$ cat src/rtl/bus16_arbiter_2m.sv
// Two-master round-robin arbiter and transaction sequencer for the 16-bit register bus.
// Optional read timeout is compiled in with `define BUS16_ARB_TIMEOUT_EN.
module bus16_arbiter_2m #(
    parameter int ADDR_WIDTH     = 8,
    parameter int TIMEOUT_CYCLES = 15
) (
    input  logic                  i_Bus_Clk,
    input  logic                  i_Bus_Rst_L,

    input  logic                  i_Req0_Valid,
    input  logic                  i_Req0_Wr_Rd_n,
    input  logic [ADDR_WIDTH-1:0] i_Req0_Addr,
    input  logic [15:0]           i_Req0_Wr_Data,
    output logic                  o_Req0_Done,
    output logic                  o_Req0_Err,
    output logic [15:0]           o_Req0_Rd_Data,

    input  logic                  i_Req1_Valid,
    input  logic                  i_Req1_Wr_Rd_n,
    input  logic [ADDR_WIDTH-1:0] i_Req1_Addr,
    input  logic [15:0]           i_Req1_Wr_Data,
    output logic                  o_Req1_Done,
    output logic                  o_Req1_Err,
    output logic [15:0]           o_Req1_Rd_Data,

    output logic                  o_Bus_CS,
    output logic                  o_Bus_Wr_Rd_n,
    output logic [ADDR_WIDTH-1:0] o_Bus_Addr,
    output logic [15:0]           o_Bus_Wr_Data,
    input  logic [15:0]           i_Bus_Rd_Data,
    input  logic                  i_Bus_Rd_DV
);

    typedef enum logic [1:0] {
        S_IDLE,
        S_ISSUE,
        S_WAIT,
        S_DONE
    } state_t;

    if (TIMEOUT_CYCLES < 1 || TIMEOUT_CYCLES > 255) begin : g_bad_timeout
        $error("TIMEOUT_CYCLES must be in 1..255");
    end

    state_t                state_q, state_d;
    logic                  last_q, last_d;      // requester granted most recently
    logic                  gnt_q, gnt_d;        // requester owning the current transaction
    logic                  bus_cs_q, bus_cs_d;
    logic                  bus_wr_rd_n_q, bus_wr_rd_n_d;
    logic [ADDR_WIDTH-1:0] bus_addr_q, bus_addr_d;
    logic [15:0]           bus_wr_data_q, bus_wr_data_d;
    logic                  done0_q, done0_d;
    logic                  done1_q, done1_d;
    logic                  err0_q, err0_d;
    logic                  err1_q, err1_d;
    logic [15:0]           rd_data0_q, rd_data0_d;
    logic [15:0]           rd_data1_q, rd_data1_d;
`ifdef BUS16_ARB_TIMEOUT_EN
    logic [7:0]            tmo_cnt_q, tmo_cnt_d;
    logic [7:0]            tmo_next;
`endif

    logic                  grant;
    logic                  xfer_done;
    logic                  xfer_err;
    logic [15:0]           xfer_data;

    // NOTE: every signal assigned here gets a default first, so no path can infer a latch.
    always_comb begin
        state_d       = state_q;
        last_d        = last_q;
        gnt_d         = gnt_q;
        bus_cs_d      = 1'b0;
        bus_wr_rd_n_d = bus_wr_rd_n_q;
        bus_addr_d    = bus_addr_q;
        bus_wr_data_d = bus_wr_data_q;
        done0_d       = 1'b0;
        done1_d       = 1'b0;
        err0_d        = 1'b0;
        err1_d        = 1'b0;
        rd_data0_d    = 16'h0000;
        rd_data1_d    = 16'h0000;
        grant         = 1'b0;
        xfer_done     = 1'b0;
        xfer_err      = 1'b0;
        xfer_data     = 16'h0000;
`ifdef BUS16_ARB_TIMEOUT_EN
        tmo_cnt_d     = tmo_cnt_q;
        tmo_next      = tmo_cnt_q + 8'd1;
`endif

        case (state_q)
            S_IDLE: begin
                if (i_Req0_Valid || i_Req1_Valid) begin
                    // Under contention the pointer hands the bus to whoever did not have it last.
                    grant         = (i_Req0_Valid && i_Req1_Valid) ? ~last_q : i_Req1_Valid;
                    gnt_d         = grant;
                    last_d        = grant;
                    bus_cs_d      = 1'b1;
                    bus_wr_rd_n_d = grant ? i_Req1_Wr_Rd_n : i_Req0_Wr_Rd_n;
                    bus_addr_d    = grant ? i_Req1_Addr    : i_Req0_Addr;
                    bus_wr_data_d = grant ? i_Req1_Wr_Data : i_Req0_Wr_Data;
                    state_d       = S_ISSUE;
                end
            end
            S_ISSUE: begin
                if (bus_wr_rd_n_q) begin
                    xfer_done = 1'b1;
                    state_d   = S_DONE;
                end else begin
`ifdef BUS16_ARB_TIMEOUT_EN
                    tmo_cnt_d = 8'd0;
`endif
                    state_d   = S_WAIT;
                end
            end
            S_WAIT: begin
                if (i_Bus_Rd_DV) begin
                    xfer_done = 1'b1;
                    xfer_data = i_Bus_Rd_Data;
                    state_d   = S_DONE;
                end
`ifdef BUS16_ARB_TIMEOUT_EN
                else begin
                    tmo_cnt_d = tmo_next;
                    if (tmo_next == 8'(TIMEOUT_CYCLES)) begin
                        xfer_done = 1'b1;
                        xfer_err  = 1'b1;
                        state_d   = S_DONE;
                    end
                end
`endif
            end
            S_DONE: begin
                state_d = S_IDLE;
            end
            default: begin
                state_d = S_IDLE;
            end
        endcase

        // Completion is steered only to the owner; the other requester sees zeros.
        if (xfer_done) begin
            if (gnt_q) begin
                done1_d    = 1'b1;
                err1_d     = xfer_err;
                rd_data1_d = xfer_data;
            end else begin
                done0_d    = 1'b1;
                err0_d     = xfer_err;
                rd_data0_d = xfer_data;
            end
        end
    end

    // NOTE: state flops use non-blocking assignments so all of them update together on the edge.
    always_ff @(posedge i_Bus_Clk or negedge i_Bus_Rst_L) begin
        if (!i_Bus_Rst_L) begin
            state_q       <= S_IDLE;
            last_q        <= 1'b1;
            gnt_q         <= 1'b0;
            bus_cs_q      <= 1'b0;
            bus_wr_rd_n_q <= 1'b0;
            bus_addr_q    <= '0;
            bus_wr_data_q <= 16'h0000;
            done0_q       <= 1'b0;
            done1_q       <= 1'b0;
            err0_q        <= 1'b0;
            err1_q        <= 1'b0;
            rd_data0_q    <= 16'h0000;
            rd_data1_q    <= 16'h0000;
`ifdef BUS16_ARB_TIMEOUT_EN
            tmo_cnt_q     <= 8'd0;
`endif
        end else begin
            state_q       <= state_d;
            last_q        <= last_d;
            gnt_q         <= gnt_d;
            bus_cs_q      <= bus_cs_d;
            bus_wr_rd_n_q <= bus_wr_rd_n_d;
            bus_addr_q    <= bus_addr_d;
            bus_wr_data_q <= bus_wr_data_d;
            done0_q       <= done0_d;
            done1_q       <= done1_d;
            err0_q        <= err0_d;
            err1_q        <= err1_d;
            rd_data0_q    <= rd_data0_d;
            rd_data1_q    <= rd_data1_d;
`ifdef BUS16_ARB_TIMEOUT_EN
            tmo_cnt_q     <= tmo_cnt_d;
`endif
        end
    end

    assign o_Bus_CS       = bus_cs_q;
    assign o_Bus_Wr_Rd_n  = bus_wr_rd_n_q;
    assign o_Bus_Addr     = bus_addr_q;
    assign o_Bus_Wr_Data  = bus_wr_data_q;
    assign o_Req0_Done    = done0_q;
    assign o_Req1_Done    = done1_q;
    assign o_Req0_Rd_Data = rd_data0_q;
    assign o_Req1_Rd_Data = rd_data1_q;
`ifdef BUS16_ARB_TIMEOUT_EN
    assign o_Req0_Err     = err0_q;
    assign o_Req1_Err     = err1_q;
`else
    assign o_Req0_Err     = 1'b0;
    assign o_Req1_Err     = 1'b0;
`endif

endmodule

$ cat config.mk
export PLATFORM = sky130hd
export DESIGN_NAME = bus16_arbiter_2m
export DESIGN_NICKNAME = d
export VERILOG_FILES = /design/src/rtl/bus16_arbiter_2m.sv
export SDC_FILE = /design/constraint.sdc
export NUM_CORES = 1
export LEC_CHECK = 0
export CAP_MARGIN = 10
export CORE_UTILIZATION = 40
export DETAILED_ROUTE_END_ITERATION = 12
export MAX_ROUTING_LAYER = met4
export PLACE_DENSITY = 0.87
export SETUP_SLACK_MARGIN = 0.3
export SLEW_MARGIN = 20
export SYNTH_ARGS = -nofsm -noshare
export SYNTH_HDL_FRONTEND = slang
export SYNTH_SLANG_ARGS = --single-unit
$ cat constraint.sdc
create_clock -name i_Bus_Clk -period 2.18 [get_ports i_Bus_Clk]
set_input_delay 0.327 -clock i_Bus_Clk [delete_from_list [all_inputs] [get_ports i_Bus_Clk]]
set_output_delay 0.327 -clock i_Bus_Clk [all_outputs]
set_load 0.005 [all_outputs]
==> impl_metrics.yaml <==
clock_tree:
  cts_root_buffer: "clkbuf_8"
  post_cts_resized: 0
  postCtsHoldBufs: 0
  htreeDepth: 3
  cts_buffer_depth: 2
  cts_made_buffers: 9
  clock_latency_ns: 0.33
  path_clk_slew_ns: 0.07
  cts_sinks: 64
  cts_tree: "done"
  cts_setup_buffers: 0
die:
  die_h_um: 82.7
  boundaryPins: 133
  dieArea_mm2: 0.00684
  initial_core_util: 0.413
  num_rows: 29
  core_region_area_mm2: 0.00631
  die_w_um: 82.7
synthesis:
  ys_types: 26
  synth_area_mm2: 0.00260
  avgSynthCellArea_um2: 10.2
  yosysSeqAreaShare: 0.615
  syn-instance-count: 255
  synth_edf_count: 0
  yosys_warnings: 0
  synth-async-reset-ratio: 1.00
  ys.flop_type: "dfrtp_1"
  synth_seq_cells: 64
sta:
  clock.fmax_ghz: 0.595
  slew_violations: 0
  setup_ws_ns: 0.500
  finalCriticalPeriod_ns: 1.68
  finalSetupTns_ns: 0
  min_period_over_period: 0.771
  whs_ns: 0.00171
  hold_viol: 0
  rsz0062_at_grt: "false"
  setup_viol: 0
  slew-limit-headroom: 0.591
  final.setup_skew_ns: 0.00732
  worst_slew_pin_slew_ns: 0.614
power:
  ir_worst_vdd_v: 0.000681
  p_leak_uw: 0.00178
  power_density_mw_per_mm2: 1060
  power.total_uw: 4330
place:
  place_ws_ns: 0.314
  io_buffers: 130
  place_congestion: 0.731
  place.detailed.hpwl_um: 4830
setup_path:
  crit_slowest_cell: "dfrtp_1"
  path_cells: "inv_1 > ha_1 > o21ai_4 > inv_2 > nor2_1 > a21oi_2"
  crit_path_end_kind: "flop"
  crit_required_ns: 2.44
  critical_path_class: "reg -> reg"
  max_stage_delay_ns: 0.41
  crit_fanout: 27
  cp.arrival_ns: 1.94
  critPathLaunchType: "flop"
global_routing:
  overflow: 0
  grt_pass1_vias: 2219
  grt_antenna_before_repair: 0
  grt_start_max_net_pins: 41
  track_usage: 0.206
  grt_first_pass_wirelength_um: 10000
route:
  post_drt_wl_per_cell_um: 14.4
  dr.pass1.iters: 4
  drc: 0
  drt_iter0_markers: 114
  vias_per_cell: 4.92
  vias: 2301
  ant_nets: 0
  routed_wl_um: 6750
layout:
  nNetsFinal: 460
  drive_above_1_share: 0.0895
  final_util: 0.650
  synthToLayoutAreaGrowth_pct: 57.4
  n_antenna_cell: 0
hold_path:
  hold_class: "in -> async"
status:
  status: "finished clean"
flow_run:
  max_cap_violations: 0
per-stage QoR:
stage / cells / cell area [um^2]
after global placement: 452 / 3930
after floorplan: 256 / 2610
after detailed placement: 452 / 3930
after CTS: 468 / 4100
after global routing: 468 / 4100
final: 468 / 4100
Yosys cell counts (2+ instances only):
cell,count,share of area
dfrtp_1,63,0.61
nor2_1,58,0.084
a21oi_1,46,0.088
nand2_1,42,0.061
a21oi_2,6,0.020
buf_6,6,0.026
inv_1,5,0.0072
buf_4,4,0.012
buf_2,3,0.0058
ha_1,3,0.014
and2_1,2,0.0048
clkbuf_4,2,0.0058
o211ai_4,2,0.016
placed cells by master, fill, tap and decap left out, drive strengths merged:
| cell type | instances |
|---|---|
| dfrtp | 63 |
| conb | 2 |
| or4 | 1 |
| a21oi | 52 |
| o211ai | 2 |
| a31oi | 1 |
| clkbuf | 9 |
| o211a | 1 |
| clkdlybuf4s50 | 129 |
| inv | 6 |
| clkinvlp | 1 |
| clkinv | 6 |
| ha | 3 |
| a21bo | 1 |
| mux2 | 1 |
| dfstp | 1 |
| nor2 | 58 |
| buf | 5 |
| a21boi | 1 |
| o21ai | 2 |
| nand2 | 42 |
| nor2b | 1 |
| and2 | 2 |
| or3 | 1 |
cell type report:
type,instances,area [um^2]
repair buffers,134,1350
flip-flops and latches,64,1600
clock buffers,9,124
clock inverters,7,48.8
fillers,518,2210
inverters,6,22.5
multi-input cells,171,856
well taps,77,96.3
state kept, by name, summed over array words and instances, names as in the netlist:
signal and cells:
gnt_q 1, last_q 1, o_Bus_Addr 8, o_Bus_CS 1
o_Bus_Wr_Data 16, o_Bus_Wr_Rd_n 1, o_Req0_Done 1, o_Req0_Rd_Data 16
o_Req1_Done 1, o_Req1_Rd_Data 16, state_q 2
layer usage:
metal	global-route usage	vias up	routed length, um
li1	-	1084	-
met2	0.342	95	3520
met4	0.105	0	136
met1	0.229	1108	2700
met5	-	-	0
met3	0.0495	14	397
logic make-up (layout without fill, tap and decap cells):
logic type | after synthesis | after routing | synth area share
multiplexers | 1 | 1 | 0.00432
AND/OR/NAND/NOR | 105 | 105 | 0.157
AO/OA/AOI/OAI | 60 | 60 | 0.150
other | 1 | 2 | 0.00144
flip-flops | 64 | 64 | 0.615
buffers and inverters | 21 | 156 | 0.0576
adder cells (fa/ha/maj) | 3 | 3 | 0.0144
worst max-delay path: cells and delay by family (launching register included):
family / cells / cell delay [ns]
compound gates: 2 / 0.26
flops: 1 / 0.41
buf+inv: 2 / 0.50
simple gates: 1 / 0.11
fa+ha+maj: 1 / 0.33
path summary, 6_finish.rpt:
| check | start | to | slack (ns) | cells past startpoint |
|---|---|---|---|---|
| setup / recovery | state_q[0]$_DFFE_PN0P_ | o_Bus_Wr_Data[6]$_DFFE_PN0P_ | 0.50 | 6 |
| hold / removal | i_Bus_Rst_L | o_Bus_Wr_Data[9]$_DFFE_PN0P_ | 0.002 | 1 |
| setup reg to reg | state_q[0]$_DFFE_PN0P_ | o_Bus_Wr_Data[6]$_DFFE_PN0P_ | 0.50 | 6 |
| hold reg to reg | o_Bus_Wr_Data[4]$_DFFE_PN0P_ | o_Bus_Wr_Data[4]$_DFFE_PN0P_ | 0.52 | 2 |
| max in group asynchronous | i_Bus_Rst_L | o_Req0_Rd_Data[5]$_DFF_PN0_ | 1.55 | 2 |
| min in group i_Bus_Clk | o_Bus_Wr_Data[4]$_DFFE_PN0P_ | o_Bus_Wr_Data[4]$_DFFE_PN0P_ | 0.52 | 2 |
power breakdown:
part | leakage (uW) | internal (uW) | switching, uW
clock network | 0.0000889 | 411 | 465
logic | 0.000879 | 924 | 836
registers | 0.000812 | 1510 | 188
total | 0.00178 | 2840 | 1490
No activity file was read; power rests on OpenSTA's default activity.
